==> src/rtl/tag_pkg.sv <==
// Shared types and sizing for the physical-tag allocation controller.
package tag_pkg;

   localparam int unsigned NUM_TAGS = 128;
   localparam int unsigned TAG_W    = $clog2(NUM_TAGS) + 1;

   typedef logic [TAG_W-1:0] tag_t;

   typedef enum logic [1:0] {
      INIT,
      RUN,
      FLUSH_WAIT
   } alloc_state_e;

endpackage

==> src/rtl/tag_return_queue.sv <==
// Two-in / one-out circular FIFO holding returned tags until they are drained
// into the free list. Pushes are accepted only while two entries are free.
module tag_return_queue #(
   parameter int unsigned DEPTH = 4,
   parameter int unsigned W     = 8,
   localparam int unsigned AW   = $clog2(DEPTH),
   localparam int unsigned CW   = AW + 1
) (
   input  logic          clk,
   input  logic          reset,
   input  logic          push_0,
   input  logic          push_1,
   input  logic [W-1:0]  data_0,
   input  logic [W-1:0]  data_1,
   input  logic          pop,
   output logic [W-1:0]  head,
   output logic [CW-1:0] count,
   output logic          ready
);

   logic [W-1:0]  mem [DEPTH];
   logic [AW-1:0] rd_ptr;
   logic [AW-1:0] wr_ptr;
   logic [CW-1:0] cnt;
   logic          acc_0;
   logic          acc_1;
   logic          do_pop;
   logic [CW-1:0] n_push;

   always_comb begin
      ready  = (CW'(DEPTH) - cnt) >= CW'(2);
      acc_0  = push_0 & ready;
      acc_1  = push_1 & ready;
      do_pop = pop & (cnt != '0);
      n_push = CW'(acc_0) + CW'(acc_1);
      head   = mem[rd_ptr];
      count  = cnt;
   end

   // Slot 1 lands behind slot 0 when both push; alone it takes slot 0's place.
   always_ff @(posedge clk) begin
      if (acc_0) mem[wr_ptr] <= data_0;
      if (acc_1) mem[acc_0 ? wr_ptr + AW'(1) : wr_ptr] <= data_1;
   end

   always_ff @(posedge clk or negedge reset) begin
      if (!reset) begin
         rd_ptr <= '0;
         wr_ptr <= '0;
         cnt    <= '0;
      end else begin
         wr_ptr <= wr_ptr + AW'(n_push);
         if (do_pop) rd_ptr <= rd_ptr + AW'(1);
         cnt <= cnt + n_push - CW'(do_pop);
      end
   end

endmodule

==> src/rtl/tag_alloc_ctrl.sv <==
// Rename-stage tag allocator: all-or-nothing dual grant from the free list,
// return-queue drain, and post-flush allocation block. TAG_ALLOC_STATS_EN adds stall_count.
module tag_alloc_ctrl
   import tag_pkg::*;
#(
   parameter int unsigned NUM_TAGS = tag_pkg::NUM_TAGS,
   parameter int unsigned RQ_DEPTH = 4,
   parameter int unsigned TAG_W    = $clog2(NUM_TAGS) + 1
) (
   input  logic             clk,
   input  logic             reset,
   input  logic             req_valid_0,
   input  logic             req_valid_1,
   output logic             alloc_ready,
   output logic [TAG_W-1:0] alloc_tag_0,
   output logic [TAG_W-1:0] alloc_tag_1,
   input  logic             flush,
   input  logic             ret_valid_0,
   input  logic             ret_valid_1,
   input  logic [TAG_W-1:0] ret_tag_0,
   input  logic [TAG_W-1:0] ret_tag_1,
   output logic             ret_ready,
   output logic             fl_read_1,
   output logic             fl_read_2,
   input  logic [TAG_W-1:0] fl_tag_0,
   input  logic [TAG_W-1:0] fl_tag_1,
   input  logic [TAG_W-1:0] fl_num_items,
   output logic             fl_write_tag,
   output logic [TAG_W-1:0] fl_write_source
`ifdef TAG_ALLOC_STATS_EN
   ,
   output logic [31:0]      stall_count
`endif
);

   localparam int unsigned CW = $clog2(RQ_DEPTH) + 1;

   alloc_state_e     state;
   alloc_state_e     state_nxt;
   logic [1:0]       need;
   logic [CW-1:0]    rq_count;
   logic [TAG_W-1:0] rq_head;
   logic             rq_nonempty;

   tag_return_queue #(
      .DEPTH (RQ_DEPTH),
      .W     (TAG_W)
   ) u_rq (
      .clk    (clk),
      .reset  (reset),
      .push_0 (ret_valid_0),
      .push_1 (ret_valid_1),
      .data_0 (ret_tag_0),
      .data_1 (ret_tag_1),
      .pop    (rq_nonempty),
      .head   (rq_head),
      .count  (rq_count),
      .ready  (ret_ready)
   );

   always_ff @(posedge clk or negedge reset) begin
      if (!reset) state <= INIT;
      else        state <= state_nxt;
   end

   always_comb begin
      state_nxt       = state;
      need            = {1'b0, req_valid_0} + {1'b0, req_valid_1};
      rq_nonempty     = (rq_count != '0);
      alloc_ready     = 1'b0;
      alloc_tag_0     = '0;
      alloc_tag_1     = '0;
      fl_read_1       = 1'b0;
      fl_read_2       = 1'b0;
      fl_write_tag    = rq_nonempty;
      fl_write_source = rq_nonempty ? rq_head : '0;

      unique case (state)
         INIT:       state_nxt = RUN;
         RUN:        if (flush) state_nxt = FLUSH_WAIT;
         FLUSH_WAIT: if (!flush && !rq_nonempty) state_nxt = RUN;
         default:    state_nxt = INIT;
      endcase

      // Grant only when every requesting slot can be served.
      alloc_ready = (state == RUN) && !flush && (need != 2'd0) &&
                    (fl_num_items >= TAG_W'(need));
      if (alloc_ready) begin
         if (need == 2'd2) begin
            fl_read_2   = 1'b1;
            alloc_tag_0 = fl_tag_0;
            alloc_tag_1 = fl_tag_1;
         end else begin
            fl_read_1 = 1'b1;
            if (req_valid_0) alloc_tag_0 = fl_tag_0;
            else             alloc_tag_1 = fl_tag_0;
         end
      end
   end

`ifdef TAG_ALLOC_STATS_EN
   always_ff @(posedge clk or negedge reset) begin
      if (!reset) begin
         stall_count <= '0;
      end else if ((state == RUN) && (need != 2'd0) && !alloc_ready &&
                   (stall_count != '1)) begin
         stall_count <= stall_count + 32'd1;
      end
   end
`endif

endmodule

==> config.mk <==
export PLATFORM = sky130hd
export DESIGN_NAME = tag_alloc_ctrl
export DESIGN_NICKNAME = d
export VERILOG_FILES = /design/src/rtl/tag_pkg.sv /design/src/rtl/tag_return_queue.sv /design/src/rtl/tag_alloc_ctrl.sv
export SDC_FILE = /design/constraint.sdc
export NUM_CORES = 1
export LEC_CHECK = 0
export CORE_ASPECT_RATIO = 0.75
export CORE_MARGIN = 2
export CORE_UTILIZATION = 25
export CTS_BUF_LIST = sky130_fd_sc_hd__clkbuf_16
export CTS_CLUSTER_DIAMETER = 80
export DETAILED_ROUTE_END_ITERATION = 12
export GPL_ROUTABILITY_DRIVEN = 0
export GPL_TIMING_DRIVEN = 0
export HOLD_SLACK_MARGIN = 0.06
export PLACE_DENSITY_LB_ADDON = 0.08
export SLEW_MARGIN = 10
export SYNTH_ARGS = -nofsm -noshare
export SYNTH_HDL_FRONTEND = slang
export SYNTH_HIERARCHICAL = 1
export SYNTH_SLANG_ARGS = --single-unit
==> constraint.sdc <==
create_clock -name clk -period 4.2 [get_ports clk]
set_input_delay 0.42 -clock clk [delete_from_list [all_inputs] [get_ports clk]]
set_output_delay 0.42 -clock clk [all_outputs]
set_load 0.005 [all_outputs]
* Word level (Yosys, flattened, before mapping)
Memories as Yosys holds them, arrays and structs flattened.
Cells that the tools add are included.
W data, S select, Z words.
** Word-level totals
- Register bits :: 9
- Memory bits (writable) :: 32
- Input bits :: 47
- Output and inout bits :: 29
- Word-level logic and storage cells :: 51
- Memories kept :: 1
** Cells by class
- Add/subtract/negate cells :: 8
- Magnitude comparators :: 2
- Equality and inequality tests :: 5
- Muxes and demuxes :: 19
- Bitwise logic cells :: 2
- Reductions and logical operators :: 10
** Memories
- u_rq.mem :: depth 4, width 8, read ports 1, clocked after memory_dff 0, wr ports 2, RTL line tag_return_queue.sv:21 : logic [W-1:0] mem [DEPTH];
** Operator list (number)
- $mux W8 :: 7
- $ge A8 B2 Y1 :: 1
- $mux W1 :: 8
- $mux W2 :: 3
- $pmux W2 S3 :: 1
- $add A1 B1 Y2 :: 2
- $add A2 B1 Y2 const B :: 2
- $eq A2 B2 Y1 const B :: 2
- $logic_and A1 B1 Y1 :: 4
- $ne A2 B2 Y1 const B :: 2
- $add A3 B3 Y3 :: 1
- $ge A3 B2 Y1 const B :: 1
- $reduce_bool A3 Y1 :: 1
- $sub A3 B1 Y3 :: 1
- $sub A3 B3 Y3 const A :: 1
- $add A2 B2 Y2 :: 1
- $and A1 B1 Y1 :: 2
- $eq A2 B1 Y1 const B :: 1
- $logic_not A1 Y1 :: 2
- $logic_not A2 Y1 :: 1
- $reduce_and A2 Y1 :: 1
- $reduce_bool A2 Y1 :: 1

* Logic depth before layout (Yosys ltp)
Gate-level depths: netlist of run 1.
- Word-level depth :: 6
- Depth in mapped cells :: 14
- Gate-level depth less buffers :: 13

* By module
Netlist of run 1, hierarchy kept.
** Modules (own cells, without submodules)
- tag_return_queue :: instances 1, cells an instance 134, area an instance 2193.4 sq um, seq. area each 1136.1 sq um
- tag_alloc_ctrl :: instances 1, cells an instance 73, area an instance 516.7 sq um, seq. area each 50.0 sq um

* Worst setup path before layout of run 1
OpenSTA, ideal clock, no wires.
- Path kind :: flip-flop to flip-flop
- Start point :: register u_rq.cnt[0] (netlist: u_rq/count[0])
- End point :: register u_rq.cnt[2] (netlist: u_rq/count[2])
- Setup time :: 123 ps
- Arrival time :: 2973 ps
- Required time :: 4077 ps
- Slack :: 1104 ps
- Stages on the path, launching flop included :: 15
- Path buffers :: 1
- Clock period less this slack :: 3096 ps
- Path through :: dfrtp_1 -> inv_1 -> ha_1 -> ha_1 -> or3b_4 -> buf_4 -> and2_1 -> ha_1 -> inv_1 -> ha_1 -> inv_1 -> ha_1 -> fa_1 -> xnor2_1 -> xnor2_1
** On the way
- Word-level cells in the longest chain between the ends :: 6
- Elaborated cells between the ends (all ways) :: 8
- Those cells by class :: add/sub: 4; order compare: 1; bitwise: 2; reduce/logical: 1
** Ends and longest elaborated chain
- start: declaration :: RTL line tag_return_queue.sv:24 : logic [CW-1:0] cnt;
- start signal: assignment :: RTL line tag_return_queue.sv:54 : cnt <= cnt + n_push - CW'(do_pop);
- $sub A3 B3 Y3 (*) :: RTL line tag_return_queue.sv:31 : ready = (CW'(DEPTH) - cnt) >= CW'(2);
- $ge A3 B2 Y1 (*) :: RTL line tag_return_queue.sv:31
- named net ret_ready :: RTL line tag_alloc_ctrl.sv:22 : output logic ret_ready,
- $and A1 B1 Y1, on equally long branches :: RTL line tag_return_queue.sv:32, tag_return_queue.sv:33
- $add A1 B1 Y2 (*) :: RTL line tag_return_queue.sv:35 : n_push = CW'(acc_0) + CW'(acc_1);
- $add A3 B3 Y3 (*) :: RTL line tag_return_queue.sv:54
- $sub A3 B1 Y3 (*) :: RTL line tag_return_queue.sv:54
The timed path passes the listed nets; every way through them passes the cells marked *.
A chain may end at the register's enable or synchronous reset.

* Worst setup path after layout of run 1
- Start point :: input port req_valid_0
- End point :: output port alloc_tag_0[5]
** On the way
- Word-level cells in the longest chain between the ends :: 5
- Elaborated cells between the ends (all ways) :: 9
- Those cells by class :: add/sub: 1; order compare: 1; eq/ne: 1; mux: 3; reduce/logical: 3
** Ends and longest elaborated chain
- start: declaration :: RTL line tag_alloc_ctrl.sv:12 : input logic req_valid_0,
- branches (longest 4 deep; another with $ge A8 B2 Y1)
- $mux W8 (*) :: RTL line tag_alloc_ctrl.sv:88 : if (alloc_ready) begin
- end: declaration :: RTL line tag_alloc_ctrl.sv:15 : output logic [TAG_W-1:0] alloc_tag_0,
Mark *: on every way between the ends.

==> key figures, run 1 <==
Critical path
  • WP data arrival: 3.46 ns
  • Worst Path Required: 3.78 ns
  • Kind of start point of the critical path: primary input
  • Delay-heaviest family, CP: buffers and inverters
  • Crit path max fanout: 10
  • CP endpoint kind: output pin
  • Kind of critical path: in -> out
  • Reg-to-reg startpoint: u_rq/count[0]
  • Worst path bufs/invs: 5
  • Crit path from: req_valid_0
  • CP max-delay cell: clkdlybuf4s50_1
  • Slowest stage delay, CP: 0.52 ns
  • Critical Path, Cell by Cell: clkdlybuf4s50_1, ha_1, clkbuf_1, inv_1, ha_1, or4_4, a211oi_4, buf_6, nor2_1, clkdlybuf4s50_1

Layout
  • Core Util, Final: 36.3%
  • Fin area: 0.00378 mm2
  • Layout area overhead: 39.4%
  • # diodes: 0
  • Layout cell share with drive strength beyond 1: 11.8%
  • Nets@finish: 351

Power
  • P_leak: 1.39 nW
  • Max VDD drop: 284 uV
  • Pwr/cell area: 665 mW/mm2
  • Total power: 2.51 mW

Route
  • DRC: 0
  • Drt wl/cell: 15.6 um
  • Vias: 1857
  • First-pass detailed-route iteration total: 4
  • Post-DRT Antenna Nets: 0
  • Number of DRC markers in iteration 0: 95
  • Vias per cell: 4.38
  • Routed WL: 6600 um

CTS
  • Root buffer cell: clkbuf_16
  • CTS tree: done
  • # Post-CTS Setup Buffers: 0
  • Worst-Skew Late Latency: 0.28 ns
  • Clk sinks: 41
  • H-tree levels: 2
  • Reg clk slew, reported paths: 0.06 ns
  • Num CTS Buffers: 5
  • Resized cells post-CTS: 0
  • Hold-fix buffers, CTS: 0
  • CTS Buffer Depth: 2

Logic synthesis
  • Post-synthesis simple-gate area fraction: 15.4%
  • Seq cells post-synth: 41
  • Ys flop type: edfxtp_1
  • Area leader, netlist: edfxtp_1
  • Syn avg cell area: 13.1 um2
  • Synth unique cells: 36
  • EDFF count, synth: 32
  • Syn Nets: 271
  • Sequential fraction of the synthesis area: 43.8%
  • Largest family of logic cells by synthesized area: multiplexers
  • Post-synth ARST share: 22.0%
  • Synth top area share: 35.5%
  • Syn Inst Count: 207
  • XOR/XNOR Fraction of Synth Area: 3.46%
  • Synth Cell Area: 0.00271 mm2
  • Synth area leaders: edfxtp_1, mux2_1, dfrtp_1, ha_1, mux4_2
  • Yosys warns: 6
  • Mux share of post-synthesis cell area: 21.3%
  • Synth top cells by count: edfxtp_1, mux2_1, ha_1
  • Compound-Gate Fraction of Synth Area: 3.79%
  • Adder-Cell Fraction of Synth Area: 8.13%

STA
  • Rel. slew slack: 44.6%
  • RSZ-0062 raised after global routing: no
  • Period utilization: 92.3%
  • Worst-Margin Slew: 0.828 ns
  • Pins Over Slew Limit: 0
  • Setup Skew: 0.00449 ns
  • Fmax: 258 MHz
  • Final setup violation count: 0
  • Setup TNS: 0 ns
  • Final count of hold timing violations: 0
  • Tmin final: 3.88 ns

GRT
  • Vias in the first global route: 1811
  • Remaining Overflow, GRT: 0
  • Initial antenna violation count: 0
  • Largest net degree at the start of global routing: 14
  • First-pass GRT wire length: 10200 um
  • Global Route Usage Sum: 11.3%

Floorplanning
  • Core region area: 0.0104 mm2
  • Starting density of the core: 26.0%
  • Die area: 0.0117 mm2
  • Std cell rows: 32
  • Die X: 124 um
  • # IOs: 76
  • Die H: 94.2 um

Run status
  • Run status: finished clean

Worst hold path
  • Tightest Hold Check Type: in -> async

Placed design
  • Detail Placement HPWL: 4840 um
  • Dpl cell area: 0.00361 mm2
  • I/O Buffers: 73

Flow run
  • MaxCap Viol Count: 0
-- worst register-to-register path: stages (launching register included) --
cell and delay, ns:
dfrtp_1 0.38, inv_1 0.08, ha_1 0.20, ha_1 0.27, or3b_4 0.39, buf_4 0.20
and2_1 0.17, ha_1 0.29, inv_1 0.04, ha_1 0.26, inv_1 0.04, ha_1 0.18
fa_1 0.38, xnor2_1 0.19, xnor2_1 0.13
-- final timing paths --
path	cells after the start	slack, ns	endpoint
worst max-delay path	10	0.32	alloc_tag_0[5]
worst min-delay path	1	0.45	u_rq/wr_ptr[1]
worst max register to register	14	0.92	u_rq/count[2]
worst min register to register	1	0.49	u_rq/count[2]
max in group asynchronous	1	3.45	u_rq/rd_ptr[0]
min in group clk	1	0.49	u_rq/count[2]
-- registers in the layout, indices dropped and copies added (netlist names) --
name / flops
u_rq/mem: 32
u_rq/wr_ptr: 2
state: 2
u_rq/count: 3
u_rq/rd_ptr: 2
-- layer usage --
| layer | routed length (um) | vias up | track usage, % |
|---|---|---|---|
| met4 | 35 | 0 | 1.97 |
| met2 | 2750 | 57 | 16.3 |
| met5 | 0 | - | 0 |
| li1 | - | 922 | - |
| met1 | 3430 | 874 | 17.3 |
| met3 | 379 | 4 | 2.51 |
-- cell usage in the layout (no fill, tap or decap), types with 2 or more instances in the layout --
master	synthesis	layout
inv_1	14	14
buf_2	3	3
edfxtp_1	32	32
nor2_1	11	11
nand4_4	4	4
buf_6	2	2
nor3b_1	8	8
and2_1	10	10
dfrtp_1	9	9
ha_1	16	16
a22oi_1	8	8
nand3_1	12	12
mux4_2	8	8
clkdlybuf4s50_1	0	73
clkbuf_1	3	3
nor2b_1	3	3
mux2_1	32	32
xnor2_1	5	5
clkbuf_16	0	5
nand2_1	7	7
xor2_1	2	2
or3_1	2	2
-- final cells by class --
type,count,area [um2]
fill,1015,6630
multi-input combinational,142,1410
sequential,41,1190
timing repair buffer,73,731
tap,136,170
clock buffer,5,125
buffer,10,60.1
inverter,14,52.6
clock inverter,3,41.3
-- power breakdown --
| part | leakage, nW | switching (mW) | internal (mW) |
|---|---|---|---|
| Combinational | 0.909 | 0.623 | 0.686 |
| Sequential | 0.403 | 0.0845 | 0.686 |
| Clock | 0.0775 | 0.155 | 0.278 |
| Total | 1.39 | 0.862 | 1.65 |
-- metrics by stage --
stage               cells  worst slack, ns  hold WS [ns]
finish                424            0.324         0.447
global route          424            0.172         0.487
CTS                   424            0.312         0.469
detailed placement    416            0.315         0.493
global placement      416            0.260         0.482
floorplan             207             1.10         0.124
-- cells by family (layout without fill, tap and decap cells) --
kind of cell,after synthesis,count (layout)
and+or+nand+nor,62,62
muxes,42,42
DFF,41,41
xor gates and xnor gates,9,9
buffers and inverters,24,105
AOI/OAI and AO/OA,12,12
adders and majority gates,17,17
Power figures use the tool's default switching activity.
==> inputs of run 2 (changes only) <==
- DONT_BUFFER_PORTS: unset -> 1
==> run 2 against run 1 <==
  * Clock skew grew 0.0014 ns
  * Design area shrank 20%
  * Count of clock-buffer cells in the layout unchanged
  * Sequential share of layout area rose by 7.7 points
  * Power down 11%
  * Clock power decreased by 14%
  * Wire length is 3.7% lower
  * Critical path depth increased by 4
  * Combinational power decreased by 18%
  * Sequential power hardly changed
  * Final cell count down 17%
  * Die area stayed put
  * Largest cell class unchanged
  * Largest power group unchanged
==> key figures, run 2 (same netlist as run 1, synthesis figures left out) <==
Critical path
  • Cells on worst reg2reg path: 14 (unchanged)
  • Reg-to-reg startpoint: u_rq/count[0]
  • Slowest stage delay, CP: 0.39 ns (-0.13 ns)
  • Kind of start point of the critical path: flop
  • Worst Path Required: 4.41 ns (+0.63 ns)
  • Delay-heaviest family, CP: adder cells
  • Worst path bufs/invs: 4 (-1)
  • CP max-delay cell: or3b_4
  • CP endpoint kind: flop
  • Kind of critical path: reg -> reg
  • Crit path max fanout: 10 (unchanged)
  • Most used cell, CP: ha_1
  • Critical Path Stages: 14 (+4)
  • Critical Path, Cell by Cell: inv_1, ha_1, ha_1, or3b_4, buf_4, and2_1, ha_1, inv_1, ha_1, inv_1, ha_1, fa_1, xnor2_1, xnor2_1
  • WP data arrival: 3.52 ns (+0.06 ns)
  • R2R Setup Slk: 0.90 ns (-0.02 ns)
  • Reg2reg end: u_rq/count[2]

Layout
  • Max reg flops: 32 (unchanged)
  • Nets@finish: 279 (-21%)
  • Layout area overhead: 11.8%
  • # diodes: 0 (unchanged)
  • Layout cell share with drive strength beyond 1: 15.3% (+3.5 points)
  • Largest Register: u_rq/mem
  • Core Util, Final: 29.1% (-7.2 points)
  • Leading cell types in the layout, fill and taps excluded: mux2_1, edfxtp_1, ha_1
  • Fill cells: 1098 (+8.2%)

STA
  • Period utilization: 78.7% (-14 points)
  • Pins Over Slew Limit: 0 (unchanged)
  • Final count of hold timing violations: 0 (unchanged)
  • Tmin final: 3.30 ns (-0.571 ns)
  • Final setup violation count: 0 (unchanged)
  • Fmax: 303 MHz (+17%)
  • Rel. slew slack: 50.7% (+6.0 points)
  • RSZ-0062 raised after global routing: no
  • Setup TNS: 0 ns (unchanged)
  • Min Hold Slack: 0.217 ns (-0.230 ns)
  • Setup Skew: 0.00588 ns (+0.00139 ns)
  • Worst-Margin Slew: 0.738 ns (-0.0902 ns)

Floorplanning
  • Std cell rows: 32 (unchanged)
  • Die area: 0.0117 mm2 (unchanged)
  • Die X: 124 um (unchanged)
  • # IOs: 76 (unchanged)
  • Die H: 94.2 um (unchanged)
  • Core region area: 0.0104 mm2 (unchanged)
  • Starting density of the core: 26.0% (unchanged)

Route
  • Post-DRT Antenna Nets: 0 (unchanged)
  • Vias per cell: 4.57 (+4.4%)
  • Routed WL: 6350 um (-3.7%)
  • Number of DRC markers in iteration 0: 75 (-21%)
  • Drt wl/cell: 18.0 um (+16%)
  • First-pass detailed-route iteration total: 3 (-1)
  • DRC: 0 (unchanged)
  • Vias: 1609 (-13%)

GRT
  • Largest net degree at the start of global routing: 14 (unchanged)
  • First-pass GRT wire length: 9970 um (-2.2%)
  • Remaining Overflow, GRT: 0 (unchanged)
  • Vias in the first global route: 1688 (-6.8%)
  • Global Route Usage Sum: 11.3% (-0.026 points)
  • Initial antenna violation count: 0 (unchanged)

Worst hold path
  • Hold Startpoint: flush
  • Tightest Hold Check Type: in -> reg
  • Min-Delay Endpoint: state[0]
  • Min-Delay Path Depth: 1

CTS
  • Reg clk slew, reported paths: 0.06 ns (about the same)
  • CTS Buffer Depth: 2 (unchanged)
  • Worst-Skew Late Latency: 0.28 ns (about the same)
  • H-tree levels: 2 (unchanged)
  • Num CTS Buffers: 5 (unchanged)
  • CTS tree: done
  • Clk sinks: 41 (unchanged)
  • Root buffer cell: clkbuf_16
  • Resized cells post-CTS: 0 (unchanged)

Power
  • P_leak: 1.11 nW (-20%)
  • Max VDD drop: 345 uV (+21%)
  • Pwr/cell area: 735 mW/mm2 (+10%)

Flow run
  • MaxCap Viol Count: 0 (unchanged)

Run status
  • Run status: finished clean

Placed design
  • Detail Placement HPWL: 4600 um (-4.8%)
  • I/O Buffers: 0 (-100%)
==> run 2: changes by cell type in the layout (fill, tap and decap cells not counted) <==
cell / delta
clkdlybuf4s50_1: -73
dlygate4sd3_1: +1
bufinv_16: -1
inv_1: +1
==> run 2: layout make-up <==
type / count / area [um2] / share of cell area, %
Inverter: 14 / 52.6 / 1.73
Clock buffer: 5 / 125 / 4.13
Tap cell: 136 / 170 / 5.62
Buffer: 10 / 60.1 / 1.98
Timing Repair Buffer: 1 / 10.0 / 0.330
Multi-Input combinational cell: 142 / 1410 / 46.6
Clock inverter: 3 / 15.0 / 0.495
Sequential cell: 41 / 1190 / 39.1
==> run 2: where the power goes <==
part | switching, mW | internal, mW
Combinational | 0.597 | 0.484
Clock | 0.157 | 0.216
Sequential | 0.0853 | 0.687
==> run 2: worst max-delay path by stage <==
stage                   from       endpoint  slack, ns
2_1_floorplan  u_rq/count[0]  u_rq/count[2]       1.10
5_1_grt        u_rq/count[0]  u_rq/count[2]       0.76
6_report       u_rq/count[0]  u_rq/count[2]       0.90
3_5_place_dp   u_rq/count[0]  u_rq/count[2]       0.87
3_3_place_gp   u_rq/count[0]  u_rq/count[2]       0.90
4_1_cts        u_rq/count[0]  u_rq/count[2]       0.87
==> run 2: what timing repair did <==
action | CTS | global route
hold buffers | 1 | 0
setup buffers | 0 | 0
endpoints found under the hold margin | 9 | 0
==> run 2: metal layers <==
layer / vias to the layer above / global-route usage (%) / wire [um]
li1: 778 / - / -
met1: 778 / 15.5 / 3050
met2: 48 / 16.6 / 2770
met3: 5 / 4.50 / 494
met4: 0 / 2.53 / 38
met5: - / 0 / 0
==> run 2: worst register-to-register path, delay by kind of cell, from the launching register on <==
kind                       cells  cell delay, ns
buffers and inverters          4            0.37
and+or+nand+nor                2            0.56
DFF                            1            0.38
xor gates and xnor gates       2            0.35
adders and majority gates      6            1.59
==> run 2: through the flow <==
stage,power (mW),worst slack (ns),area (um2),std cells
after floorplan,1.62,1.10,2710,207
after global placement,1.90,0.901,2880,343
after detailed placement,1.90,0.874,2880,343
after CTS,2.28,0.874,3030,352
after global routing,2.42,0.763,3030,352
final,2.23,0.895,3030,352
==> inputs of run 3 (changes only) <==
- clock period: 4.2 -> 2.81 ns (I/O delays scaled with it)
==> run 3 against run 2 <==
  * The flow now finishes with violations (setup timing)
  * Hold slack worse by 0.14 ns
  * Non-clock buffer count up 7
  * Global-route usage down 0.088 points
  * Count of clock-buffer cells in the layout unchanged
  * Largest cell class unchanged
==> key figures, run 3 (same netlist as run 1, synthesis figures left out) <==
Run status
  • Run status: complete, but fails checks
  • Failing checks: setup timing

Layout
  • Nets@finish: 286 (+2.5%)
  • Leading cell types in the layout, fill and taps excluded: mux2_1, edfxtp_1, nand3_1
  • Max reg flops: 32 (unchanged)
  • Layout cell share with drive strength beyond 1: 23.8% (+8.5 points)
  • Layout area overhead: 18.8%
  • Largest Register: u_rq/mem
  • Layout Cells excl Fill: 359 (+2.0%)
  • # diodes: 0 (unchanged)
  • Core Util, Final: 30.9% (+1.8 points)
  • Fill cells: 1069 (-2.6%)
  • Fin area: 0.00322 mm2 (+6.3%)

Flow run
  • MaxCap Viol Count: 0 (unchanged)

CTS
  • Root buffer cell: clkbuf_16
  • Worst-Skew Late Latency: 0.29 ns (about the same)
  • CTS Buffer Depth: 2 (unchanged)
  • Reg clk slew, reported paths: 0.06 ns (about the same)
  • Num CTS Buffers: 5 (unchanged)
  • CTS tree: done
  • H-tree levels: 2 (unchanged)
  • Clk sinks: 41 (unchanged)

Floorplanning
  • Core region area: 0.0104 mm2 (unchanged)
  • # IOs: 76 (unchanged)
  • Std cell rows: 32 (unchanged)
  • Die H: 94.2 um (unchanged)
  • Die X: 124 um (unchanged)
  • Die area: 0.0117 mm2 (unchanged)
  • Starting density of the core: 26.0% (unchanged)

Critical path
  • Kind of start point of the critical path: flop
  • Kind of critical path: reg -> reg
  • Worst Path Required: 2.99 ns (-1.42 ns)
  • CP endpoint kind: flop
  • Crit path max fanout: 6 (-4)
  • WP data arrival: 3.19 ns (-0.33 ns)

GRT
  • First-pass GRT wire length: 9830 um (-1.5%)
  • Largest net degree at the start of global routing: 13 (-1)
  • Initial antenna violation count: 0 (unchanged)
  • Remaining Overflow, GRT: 0 (unchanged)
  • Global Route Usage Sum: 11.2% (-0.088 points)
  • Vias in the first global route: 1722 (+2.0%)

STA
  • Worst-Margin Slew: 0.725 ns (-0.0130 ns)
  • Fmax: 332 MHz (+9.7%)
  • RSZ-0062 raised after global routing: yes
  • Final setup violation count: 2 (+2)
  • Period utilization: 107% (+28 points)
  • Setup Skew: 0.00715 ns (+0.00127 ns)
  • Pins Over Slew Limit: 0 (unchanged)
  • Tmin final: 3.01 ns (-0.293 ns)
  • Final worst slack: -0.202 ns (-1.10 ns)
  • Final count of hold timing violations: 0 (unchanged)
  • Min Hold Slack: 0.0807 ns (-0.136 ns)
  • Rel. slew slack: 51.5% (+0.87 points)

Power
  • Combinational Power Share: 52.9% (+4.3 points)
  • Clk pwr share: 16.9% (+0.2 points)
  • Sw power: 1.35 mW (+60%)
  • P_leak: 1.18 nW (+6.7%)
  • Switching part of the total: 35.3% (-2.4 points)
  • Int Pwr: 2.47 mW (+78%)
  • Max VDD drop: 527 uV (+53%)
  • Pwr/cell area: 1180 mW/mm2 (+61%)
  • Reg power frac: 30.1% (-4.6 points)

Route
  • Post-DRT Antenna Nets: 0 (unchanged)
  • Vias per cell: 4.70 (+2.8%)
  • DRC: 0 (unchanged)
  • Routed WL: 6300 um (-0.72%)
  • First-pass detailed-route iteration total: 4 (+1)
  • Number of DRC markers in iteration 0: 51 (-32%)
  • Vias: 1687 (+4.8%)
  • Drt wl/cell: 17.6 um (-2.7%)

Worst hold path
  • Tightest Hold Check Type: in -> reg

Placed design
  • Detail Placement HPWL: 4500 um (-2.2%)
  • Dpl cell area: 0.00293 mm2 (+1.8%)
  • I/O Buffers: 0 (unchanged)
  • Cells after DPL: 343 (unchanged)
-- run 3: cell types whose count changed in the layout (fill, tap and decap cells not counted), sizes merged --
| cell | delta |
|---|---|
| clkinvlp | -1 |
| bufbuf | +1 |
| buf | +6 |
| bufinv | +1 |
-- run 3: routing by layer --
metal / GRT usage, % / vias to the layer above / share of wire, %
li1: - / 796 / -
met1: 14.4 / 831 / 48
met2: 17.0 / 51 / 43
met3: 4.67 / 9 / 8.1
met4: 3.65 / 0 / 1.2
met5: 0 / - / 0
-- run 3: what timing repair did --
action | CTS | global route
hold endpoints to repair | 9 | 0
pin swaps | 4 | 1
setup endpoints to repair | 2 | 2
resized for setup | 6 | 0
setup buffers | 5 | 1
cloned | 1 | 0
hold buffers | 1 | 0
-- run 3: per-stage QoR --
step,setup TNS [ns],setup WS [ns],power (mW)
5_1_grt,-0.383,-0.290,4.14
3_5_place_dp,-0.477,-0.325,2.98
6_report,-0.244,-0.202,3.81
4_1_cts,-0.237,-0.204,3.89
2_1_floorplan,-0.197,-0.182,2.57
3_3_place_gp,-0.456,-0.318,2.98
-- run 3: cell type report --
type,count,area (um2),area share [%]
multi-input cells,142,1490,46.2
flip-flops and latches,41,1190,36.8
well taps,136,170,5.28
clock buffers,5,125,3.89
repair buffers,8,87.6,2.72
plain buffers,10,72.6,2.25
inverters,14,52.6,1.63
clock inverters,3,37.5,1.17
-- run 3: worst paths after layout --
| check | start | to | slack (ns) | depth (start not counted) |
|---|---|---|---|---|
| worst max-delay path | u_rq/count[0] | u_rq/count[2] | -0.20 | 14 |
| worst min-delay path | flush | state[0] | 0.08 | 1 |
| worst max register to register | u_rq/count[0] | u_rq/count[2] | -0.20 | 14 |
| worst min register to register | u_rq/count[2] | u_rq/count[2] | 0.50 | 1 |
| max in group asynchronous | reset | u_rq/rd_ptr[1] | 2.11 | 1 |
| min in group asynchronous | reset | u_rq/wr_ptr[1] | 0.38 | 1 |
-- run 3: power groups by stage --
stage	Combinational (mW)	Sequential, mW	Clock [mW]
finish	2.02	1.15	0.645
global route	2.27	1.18	0.682
floorplan	1.45	1.12	0
detailed placement	1.81	1.17	0
CTS	2.07	1.15	0.662
global placement	1.80	1.17	0
-- run 3: critical path, cell delays in order, from the launching register on --
cell and delay, ns:
dfrtp_1 0.38, inv_2 0.07, ha_4 0.16, ha_4 0.24
or3b_4 0.39, buf_12 0.16, and2_4 0.16, ha_4 0.26
inv_2 0.04, ha_4 0.25, inv_2 0.04, ha_4 0.14
fa_2 0.35, xnor2_2 0.14, xnor2_1 0.12
